<file path="config.mk">
export PLATFORM = sky130hd
export DESIGN_NAME = ipi_mailbox_agent_flat
export DESIGN_NICKNAME = d
export VERILOG_FILES = /design/src/rtl/ipi_pkg.sv /design/src/rtl/csr_if.sv /design/src/rtl/ipi_mailbox_agent.sv /design/src/flat_wrapper.sv
export SDC_FILE = /design/constraint.sdc
export NUM_CORES = 1
export LEC_CHECK = 0
export CORE_MARGIN = 1.5
export CORE_UTILIZATION = 40
export DETAILED_ROUTE_END_ITERATION = 12
export GPL_TIMING_DRIVEN = 0
export PLACE_DENSITY = 0.77
export SETUP_SLACK_MARGIN = 0.02
export SLEW_MARGIN = 20
export SYNTH_ARGS = -nofsm -noshare
export SYNTH_HDL_FRONTEND = slang
export SYNTH_SLANG_ARGS = --single-unit
</file>
<file path="constraint.sdc">
create_clock -name clk -period 1.8 [get_ports clk]
set_clock_uncertainty 0.1 [all_clocks]
set_input_delay 0.36 -clock clk [delete_from_list [all_inputs] [get_ports clk]]
set_output_delay 0.36 -clock clk [all_outputs]
set_load 0.02 [all_outputs]
</file>
<file path="src/rtl/ipi_pkg.sv">
// Shared IPI mailbox definitions: CSR window offsets used by both the agent and the
// mailbox, plus the agent FSM state encoding.
package ipi_pkg;

    localparam logic [31:0] IPI_OFF_SEND_MASK = 32'h0;
    localparam logic [31:0] IPI_OFF_TX_DATA   = 32'h4;
    localparam logic [31:0] IPI_OFF_RX_DATA   = 32'h8;
    localparam logic [31:0] IPI_OFF_STATUS    = 32'hC;

    typedef logic [2:0] ipi_agent_state_e;

    localparam ipi_agent_state_e StIdle    = 3'd0;
    localparam ipi_agent_state_e StMaskReq = 3'd1;
    localparam ipi_agent_state_e StMaskRsp = 3'd2;
    localparam ipi_agent_state_e StTxReq   = 3'd3;
    localparam ipi_agent_state_e StTxRsp   = 3'd4;
    localparam ipi_agent_state_e StRxReq   = 3'd5;
    localparam ipi_agent_state_e StRxRsp   = 3'd6;

endpackage

</file>
<file path="src/rtl/csr_if.sv">
// Simple valid/ready CSR bus: one request channel (addr/write/wdata) and one
// response channel (rdata/fault).
interface csr_if #(
    parameter int unsigned ADDR_W = 12,
    parameter int unsigned DATA_W = 32
);
    logic              req_valid;
    logic              req_ready;
    logic              req_write;
    logic [ADDR_W-1:0] req_addr;
    logic [DATA_W-1:0] req_wdata;
    logic              rsp_valid;
    logic              rsp_ready;
    logic              rsp_fault;
    logic [DATA_W-1:0] rsp_rdata;

    modport master (
        output req_valid, req_write, req_addr, req_wdata, rsp_ready,
        input  req_ready, rsp_valid, rsp_fault, rsp_rdata
    );

    modport slave (
        input  req_valid, req_write, req_addr, req_wdata, rsp_ready,
        output req_ready, rsp_valid, rsp_fault, rsp_rdata
    );
endinterface

</file>
<file path="src/rtl/ipi_mailbox_agent.sv">
// Per-core IPI mailbox initiator: turns send commands into SEND_MASK/TX_DATA writes and
// drains RX_DATA on ipi_irq. Optional mask cache: define IPI_AGENT_MASK_CACHE_EN.
module ipi_mailbox_agent
    import ipi_pkg::*;
#(
    parameter logic [31:0] BASE_ADDR = 32'h0,
    parameter int unsigned CORES     = 2,
    parameter int unsigned DATA_W    = 32
) (
    input  logic              clk,
    input  logic              rst,
    csr_if.master             csr,
    input  logic              ipi_irq,
    input  logic              tx_valid,
    output logic              tx_ready,
    input  logic [CORES-1:0]  tx_mask,
    input  logic [DATA_W-1:0] tx_data,
    output logic              rx_valid,
    input  logic              rx_ready,
    output logic [DATA_W-1:0] rx_data,
    output logic              fault,
    output logic [7:0]        fault_cnt,
    output logic              busy
);

    localparam int unsigned AddrW = $bits(csr.req_addr);
    localparam logic [31:0] MaskAddr = BASE_ADDR + IPI_OFF_SEND_MASK;
    localparam logic [31:0] TxAddr   = BASE_ADDR + IPI_OFF_TX_DATA;
    localparam logic [31:0] RxAddr   = BASE_ADDR + IPI_OFF_RX_DATA;

    ipi_agent_state_e state_q, state_d;

    logic              req_valid_q;
    logic              req_write_q;
    logic [AddrW-1:0]  req_addr_q;
    logic [DATA_W-1:0] req_wdata_q;
    logic [DATA_W-1:0] data_q;
    logic              rx_valid_q;
    logic [DATA_W-1:0] rx_data_q;
    logic              fault_q;
    logic [7:0]        fault_cnt_q;
    logic              last_rx_q;

    logic idle;
    logic rx_elig;
    logic grant_rx;
    logic grant_tx;
    logic skip_mask;
    logic in_rsp;
    logic req_hs;
    logic rsp_hs;
    logic mask_done;

    assign idle      = (state_q == StIdle);
    assign rx_elig   = ipi_irq && !rx_valid_q;
    // On contention RX wins unless the previous grant was already RX.
    assign grant_rx  = idle && rx_elig && (!tx_valid || !last_rx_q);
    assign grant_tx  = idle && tx_valid && !grant_rx;
    assign in_rsp    = (state_q == StMaskRsp) || (state_q == StTxRsp) || (state_q == StRxRsp);
    assign req_hs    = req_valid_q && csr.req_ready;
    assign rsp_hs    = in_rsp && csr.rsp_valid;
    assign mask_done = (state_q == StMaskRsp) && csr.rsp_valid;

`ifdef IPI_AGENT_MASK_CACHE_EN
    logic [CORES-1:0] mask_q;
    logic [CORES-1:0] cache_mask_q;
    logic             cache_vld_q;

    assign skip_mask = cache_vld_q && (tx_mask == cache_mask_q);

    always_ff @(posedge clk) begin
        if (rst) begin
            mask_q       <= '0;
            cache_mask_q <= '0;
            cache_vld_q  <= 1'b0;
        end else begin
            if (grant_tx) begin
                mask_q <= tx_mask;
            end
            if (mask_done) begin
                if (csr.rsp_fault) begin
                    cache_vld_q <= 1'b0;
                end else begin
                    cache_mask_q <= mask_q;
                    cache_vld_q  <= 1'b1;
                end
            end
        end
    end
`else
    assign skip_mask = 1'b0;
`endif

    always_comb begin
        state_d = state_q;
        case (state_q)
            StIdle: begin
                if (grant_rx) begin
                    state_d = StRxReq;
                end else if (grant_tx) begin
                    state_d = skip_mask ? StTxReq : StMaskReq;
                end
            end
            StMaskReq: if (req_hs) state_d = StMaskRsp;
            StMaskRsp: if (csr.rsp_valid) state_d = StTxReq;
            StTxReq:   if (req_hs) state_d = StTxRsp;
            StTxRsp:   if (csr.rsp_valid) state_d = StIdle;
            StRxReq:   if (req_hs) state_d = StRxRsp;
            StRxRsp:   if (csr.rsp_valid) state_d = StIdle;
            default:   state_d = StIdle;
        endcase
    end

    always_ff @(posedge clk) begin
        if (rst) begin
            state_q <= StIdle;
        end else begin
            state_q <= state_d;
        end
    end

    // Request registers are loaded on the transition into a *_REQ state and held until accepted.
    always_ff @(posedge clk) begin
        if (rst) begin
            req_valid_q <= 1'b0;
            req_write_q <= 1'b0;
            req_addr_q  <= '0;
            req_wdata_q <= '0;
            data_q      <= '0;
        end else begin
            if (req_hs) begin
                req_valid_q <= 1'b0;
            end
            if (grant_rx) begin
                req_valid_q <= 1'b1;
                req_write_q <= 1'b0;
                req_addr_q  <= RxAddr[AddrW-1:0];
                req_wdata_q <= '0;
            end else if (grant_tx) begin
                data_q      <= tx_data;
                req_valid_q <= 1'b1;
                req_write_q <= 1'b1;
                if (skip_mask) begin
                    req_addr_q  <= TxAddr[AddrW-1:0];
                    req_wdata_q <= tx_data;
                end else begin
                    req_addr_q  <= MaskAddr[AddrW-1:0];
                    req_wdata_q <= DATA_W'(tx_mask);
                end
            end else if (mask_done) begin
                req_valid_q <= 1'b1;
                req_write_q <= 1'b1;
                req_addr_q  <= TxAddr[AddrW-1:0];
                req_wdata_q <= data_q;
            end
        end
    end

    always_ff @(posedge clk) begin
        if (rst) begin
            rx_valid_q  <= 1'b0;
            rx_data_q   <= '0;
            fault_q     <= 1'b0;
            fault_cnt_q <= '0;
            last_rx_q   <= 1'b0;
        end else begin
            fault_q <= rsp_hs && csr.rsp_fault;
            if (rsp_hs && csr.rsp_fault && (fault_cnt_q != 8'hFF)) begin
                fault_cnt_q <= fault_cnt_q + 8'd1;
            end
            // A faulted RX read means the remote FIFO was empty; nothing to deliver.
            if ((state_q == StRxRsp) && csr.rsp_valid && !csr.rsp_fault) begin
                rx_valid_q <= 1'b1;
                rx_data_q  <= csr.rsp_rdata;
            end else if (rx_valid_q && rx_ready) begin
                rx_valid_q <= 1'b0;
            end
            if (grant_rx) begin
                last_rx_q <= 1'b1;
            end else if (grant_tx) begin
                last_rx_q <= 1'b0;
            end
        end
    end

    assign csr.req_valid = req_valid_q;
    assign csr.req_write = req_write_q;
    assign csr.req_addr  = req_addr_q;
    assign csr.req_wdata = req_wdata_q;
    assign csr.rsp_ready = in_rsp;

    assign tx_ready  = grant_tx;
    assign rx_valid  = rx_valid_q;
    assign rx_data   = rx_data_q;
    assign fault     = fault_q;
    assign fault_cnt = fault_cnt_q;
    assign busy      = !idle;

endmodule

</file>
<file path="src/flat_wrapper.sv">
// flat-port wrapper written by rule: the top's interface ports become plain ports
module ipi_mailbox_agent_flat import ipi_pkg::*;
#(
    parameter logic [31:0] BASE_ADDR = 32'h0,
    parameter int unsigned CORES     = 2,
    parameter int unsigned DATA_W    = 32
)
  (clk, rst, ipi_irq, tx_valid, tx_ready, tx_mask, tx_data, rx_valid, rx_ready, rx_data, fault, fault_cnt, busy, csr_req_valid, csr_req_write, csr_req_addr, csr_req_wdata, csr_rsp_ready, csr_req_ready, csr_rsp_valid, csr_rsp_fault, csr_rsp_rdata);
  csr_if #(.ADDR_W(12), .DATA_W(DATA_W)) csr_i ();
  input  logic clk;
  input  logic rst;
  input  logic ipi_irq;
  input  logic tx_valid;
  output logic tx_ready;
  input  logic [CORES-1:0] tx_mask;
  input  logic [DATA_W-1:0] tx_data;
  output logic rx_valid;
  input  logic rx_ready;
  output logic [DATA_W-1:0] rx_data;
  output logic fault;
  output logic [7:0] fault_cnt;
  output logic busy;
  output wire logic [$bits(csr_i.req_valid)-1:0] csr_req_valid;
  output wire logic [$bits(csr_i.req_write)-1:0] csr_req_write;
  output wire logic [$bits(csr_i.req_addr)-1:0] csr_req_addr;
  output wire logic [$bits(csr_i.req_wdata)-1:0] csr_req_wdata;
  output wire logic [$bits(csr_i.rsp_ready)-1:0] csr_rsp_ready;
  input wire logic [$bits(csr_i.req_ready)-1:0] csr_req_ready;
  input wire logic [$bits(csr_i.rsp_valid)-1:0] csr_rsp_valid;
  input wire logic [$bits(csr_i.rsp_fault)-1:0] csr_rsp_fault;
  input wire logic [$bits(csr_i.rsp_rdata)-1:0] csr_rsp_rdata;
  assign csr_req_valid = csr_i.req_valid;
  assign csr_req_write = csr_i.req_write;
  assign csr_req_addr = csr_i.req_addr;
  assign csr_req_wdata = csr_i.req_wdata;
  assign csr_rsp_ready = csr_i.rsp_ready;
  assign csr_i.req_ready = csr_req_ready;
  assign csr_i.rsp_valid = csr_rsp_valid;
  assign csr_i.rsp_fault = csr_rsp_fault;
  assign csr_i.rsp_rdata = csr_rsp_rdata;
  ipi_mailbox_agent #(.BASE_ADDR(BASE_ADDR), .CORES(CORES), .DATA_W(DATA_W)) u_core (.clk(clk), .rst(rst), .csr(csr_i), .ipi_irq(ipi_irq), .tx_valid(tx_valid), .tx_ready(tx_ready), .tx_mask(tx_mask), .tx_data(tx_data), .rx_valid(rx_valid), .rx_ready(rx_ready), .rx_data(rx_data), .fault(fault), .fault_cnt(fault_cnt), .busy(busy));
endmodule
</file>
==> run metrics <==
Post-Synthesis Cells=537; PD cells=~1100 nW/um^2; crit-path cells=nor3_4 -> o211ai_4 -> inv_4 -> buf_6; VDD IR max=0.577 mV; status=finished with violations; met2 capacity usage during global routing=0.389; largest net degree at the start of global routing=17; CP required=around 1.3 ns; DR vias/cell=between 4 and 5; CP peak stage delay=roughly 0.36 ns; RSZ-0062 raised after global routing=true; Initial DRC Count=about 170; wire per inst=between 10 and 15 um; core area=roughly 10,000 um^2; commonest non-fill, non-tap cells in the layout=199 x nand2_1, 109 x dfxtp_1, 102 x a21oi_1; Distinct cells, synth=45; Slew @ Worst Pin=between 0.6 and 0.7 ns; Post-Syn Area=4350 um^2; met1 Track Usage GR=0.266; FF-to-FF setup slack=approximately 0.1 ns; yosys warns=0; worst min-delay path class=primary input to flip-flop; Residual DRC=0; total number of vias=4,314; ANT cells=0; global-route wire length before repair=20,400 um; Avg Cell Area, Syn=roughly 8.1 um^2; routed wire length=between 10,000 and 15,000 um; Max Freq=0.512 GHz; crit path max fanout=4; HPWL after DPL=9080 um; final hold viol count=0; hold slack=just under 0.3 ns; grt ovf=0; initial antenna violation count=0; Seq cells post-synth=around 110; Setup TNS Final=-0.236 ns; io pins=165; Final min period=~2.0 ns; final instance area=6810 um^2; # rows=37; Total Die Area=between 10,000 and 15,000 um^2; first drt pass iteration count=4; GP Congestion=around 0.77; Reg clk slew, reported paths=0.06 ns; GR Util met3=0.0823; Setup WS post-layout=-0.152 ns; final setup fails=2; failing checks=setup timing; Tcrit/Tclk final=1.08; vias in the first global route=4,254; port bufs=between 150 and 200; Die Height=approximately 110 um; non-filler cells, final=slightly below 900; htree depth=4; Clock Latency Late Sink=just over 0.5 ns; Layout Area Growth over Synthesis=56.6%; Sink Count=approximately 110; Root Buffer=clkbuf_8; Critical Path End Type=output port; Max Slew Vio Count=0; ANT nets after route=0; CTS buffer count=17; layout cells sized above 1=0.140; dpl cells=roughly 840; maximum buffer depth of the clock tree=2; CTS tree=built; Total GRT Usage=0.229; initial cell density of the core=0.418; nature of the critical path startpoint=flip-flop; final net count=807; Slew headroom=0.572; Die Span X=about 110 um; global route hottest layer=met2; Crit Path Class=flip-flop to output port; WP data arrival=about 1.5 ns; register area share after synthesis=0.525; max-cap violations=0; Setup WS pre-CTS=-0.758 ns; CP max-delay cell=dfxtp_4; Leak=~2.8 nW; commonest non-fill, non-tap cell in the layout=nand2_1; Cell Area, Placed=around 6100 um^2
## what timing repair did
action	CTS	global route
pin swaps	3	5
setup endpoints to repair	120	95
buffers inserted	11	6
resized for setup	115	20
hold buffers	0	0
cloned	0	1
## metrics by stage
stage / power [W] / utilization
2_1_floorplan: 0.00347 / -
3_3_place_gp: 0.00390 / 0.585
3_5_place_dp: 0.00392 / 0.585
4_1_cts: 0.00752 / 0.646
5_1_grt: 0.00786 / 0.654
6_report: 0.00757 / 0.654
## registers in the layout, summed over array words and instances, names as in the netlist
register / cells
u_core.data_q: 32
u_core.state_q: 3
u_core.csr.req_addr: 2
u_core.csr.req_write: 1
u_core.rx_data: 32
u_core.csr.req_valid: 1
u_core.csr.req_wdata: 32
u_core.fault_cnt: 8
u_core.last_rx_q: 1
u_core.fault: 1
u_core.rx_valid: 1
## area by class of cell
| cell class | count | area, um^2 |
|---|---|---|
| Buffer | 42 | 280 |
| Clock buffer | 19 | 432 |
| Clock inverter | 13 | 184 |
| Fill cell | 923 | 3600 |
| Inverter | 5 | 21.3 |
| Multi-Input combinational cell | 382 | 1840 |
| Sequential cell | 114 | 2290 |
| Tap cell | 136 | 170 |
| Timing Repair Buffer | 170 | 1590 |
## critical path: cells and delay by family (launching register included)
kind / cells / cell delay, ns
AOI/OAI and AO/OA: 1 / 0.14
buffers and inverters: 2 / 0.21
DFF: 1 / 0.36
and+or+nand+nor: 1 / 0.27
## where the power goes
group | leakage [nW] | switching (W) | internal (W)
combinational | 1.61 | 0.000691 | 0.000634
sequential | 0.925 | 0.0000944 | 0.00267
clock | 0.294 | 0.00120 | 0.00228
total | 2.83 | 0.00199 | 0.00558
## Yosys cell counts
cell type,number,area share
and3b_1,1,0.0020
a21oi_1,103,0.12
o311ai_0,1,0.0020
conb_1,1,0.00086
o211ai_4,1,0.0049
nor4_1,2,0.0029
nor2b_1,3,0.0043
buf_2,8,0.0092
a221oi_1,2,0.0040
nand3b_1,1,0.0017
mux2_1,2,0.0052
a2111oi_2,1,0.0035
nor3_1,2,0.0023
o41ai_1,1,0.0020
inv_2,1,0.00086
or2_2,1,0.0014
nand4b_1,1,0.0020
buf_4,14,0.024
clkbuf_1,17,0.015
o21a_1,1,0.0017
and3_1,1,0.0014
buf_6,6,0.016
mux2i_1,2,0.0046
nor3_4,1,0.0037
o21ai_0,2,0.0023
nand3_1,4,0.0046
nor2_1,16,0.014
nand4_2,1,0.0029
a41o_1,1,0.0023
or2_0,1,0.0014
or3_1,1,0.0014
dfxtp_1,114,0.52
o21bai_1,1,0.0017
inv_1,4,0.0035
mux2_2,1,0.0026
nor3b_1,1,0.0017
a31oi_1,1,0.0014
nand2b_1,8,0.012
ha_1,1,0.0029
nor3_2,1,0.0023
a21boi_0,1,0.0017
a22oi_1,2,0.0035
nand4_1,2,0.0029
nor4bb_4,1,0.0058
nand2_1,199,0.17
## worst paths after layout
kind         depth (start not counted)                                    end                      startpoint
max                                  4                               tx_ready  u_core.state_q[2]$_SDFFE_PP0P_
max reg2reg                          8  u_core.csr.req_wdata[11]$_SDFFE_PP0P_  u_core.state_q[2]$_SDFFE_PP0P_
min reg2reg                          2  u_core.csr.req_wdata[31]$_SDFFE_PP0P_  u_core.data_q[31]$_SDFFE_PP0P_
min                                  3        u_core.rx_data[26]$_SDFFE_PP0P_               csr_rsp_rdata[26]
## kinds of logic (layout without fill, tap and decap cells)
group	after synthesis	count (layout)	synth area share
compound gates	118	118	0.150
fa+ha+maj	1	1	0.00288
buf+inv	50	249	0.0679
flops	114	114	0.525
mux	5	5	0.0124
other cells	1	10	0.000862
simple gates	248	248	0.242
## metal layers
layer  wire length [um]  part of all wire
met1               5380              0.41
met2               6400              0.49
met3               1070             0.083
met4                155             0.012
met5                  0                 0
Power figures use the tool's default switching activity.
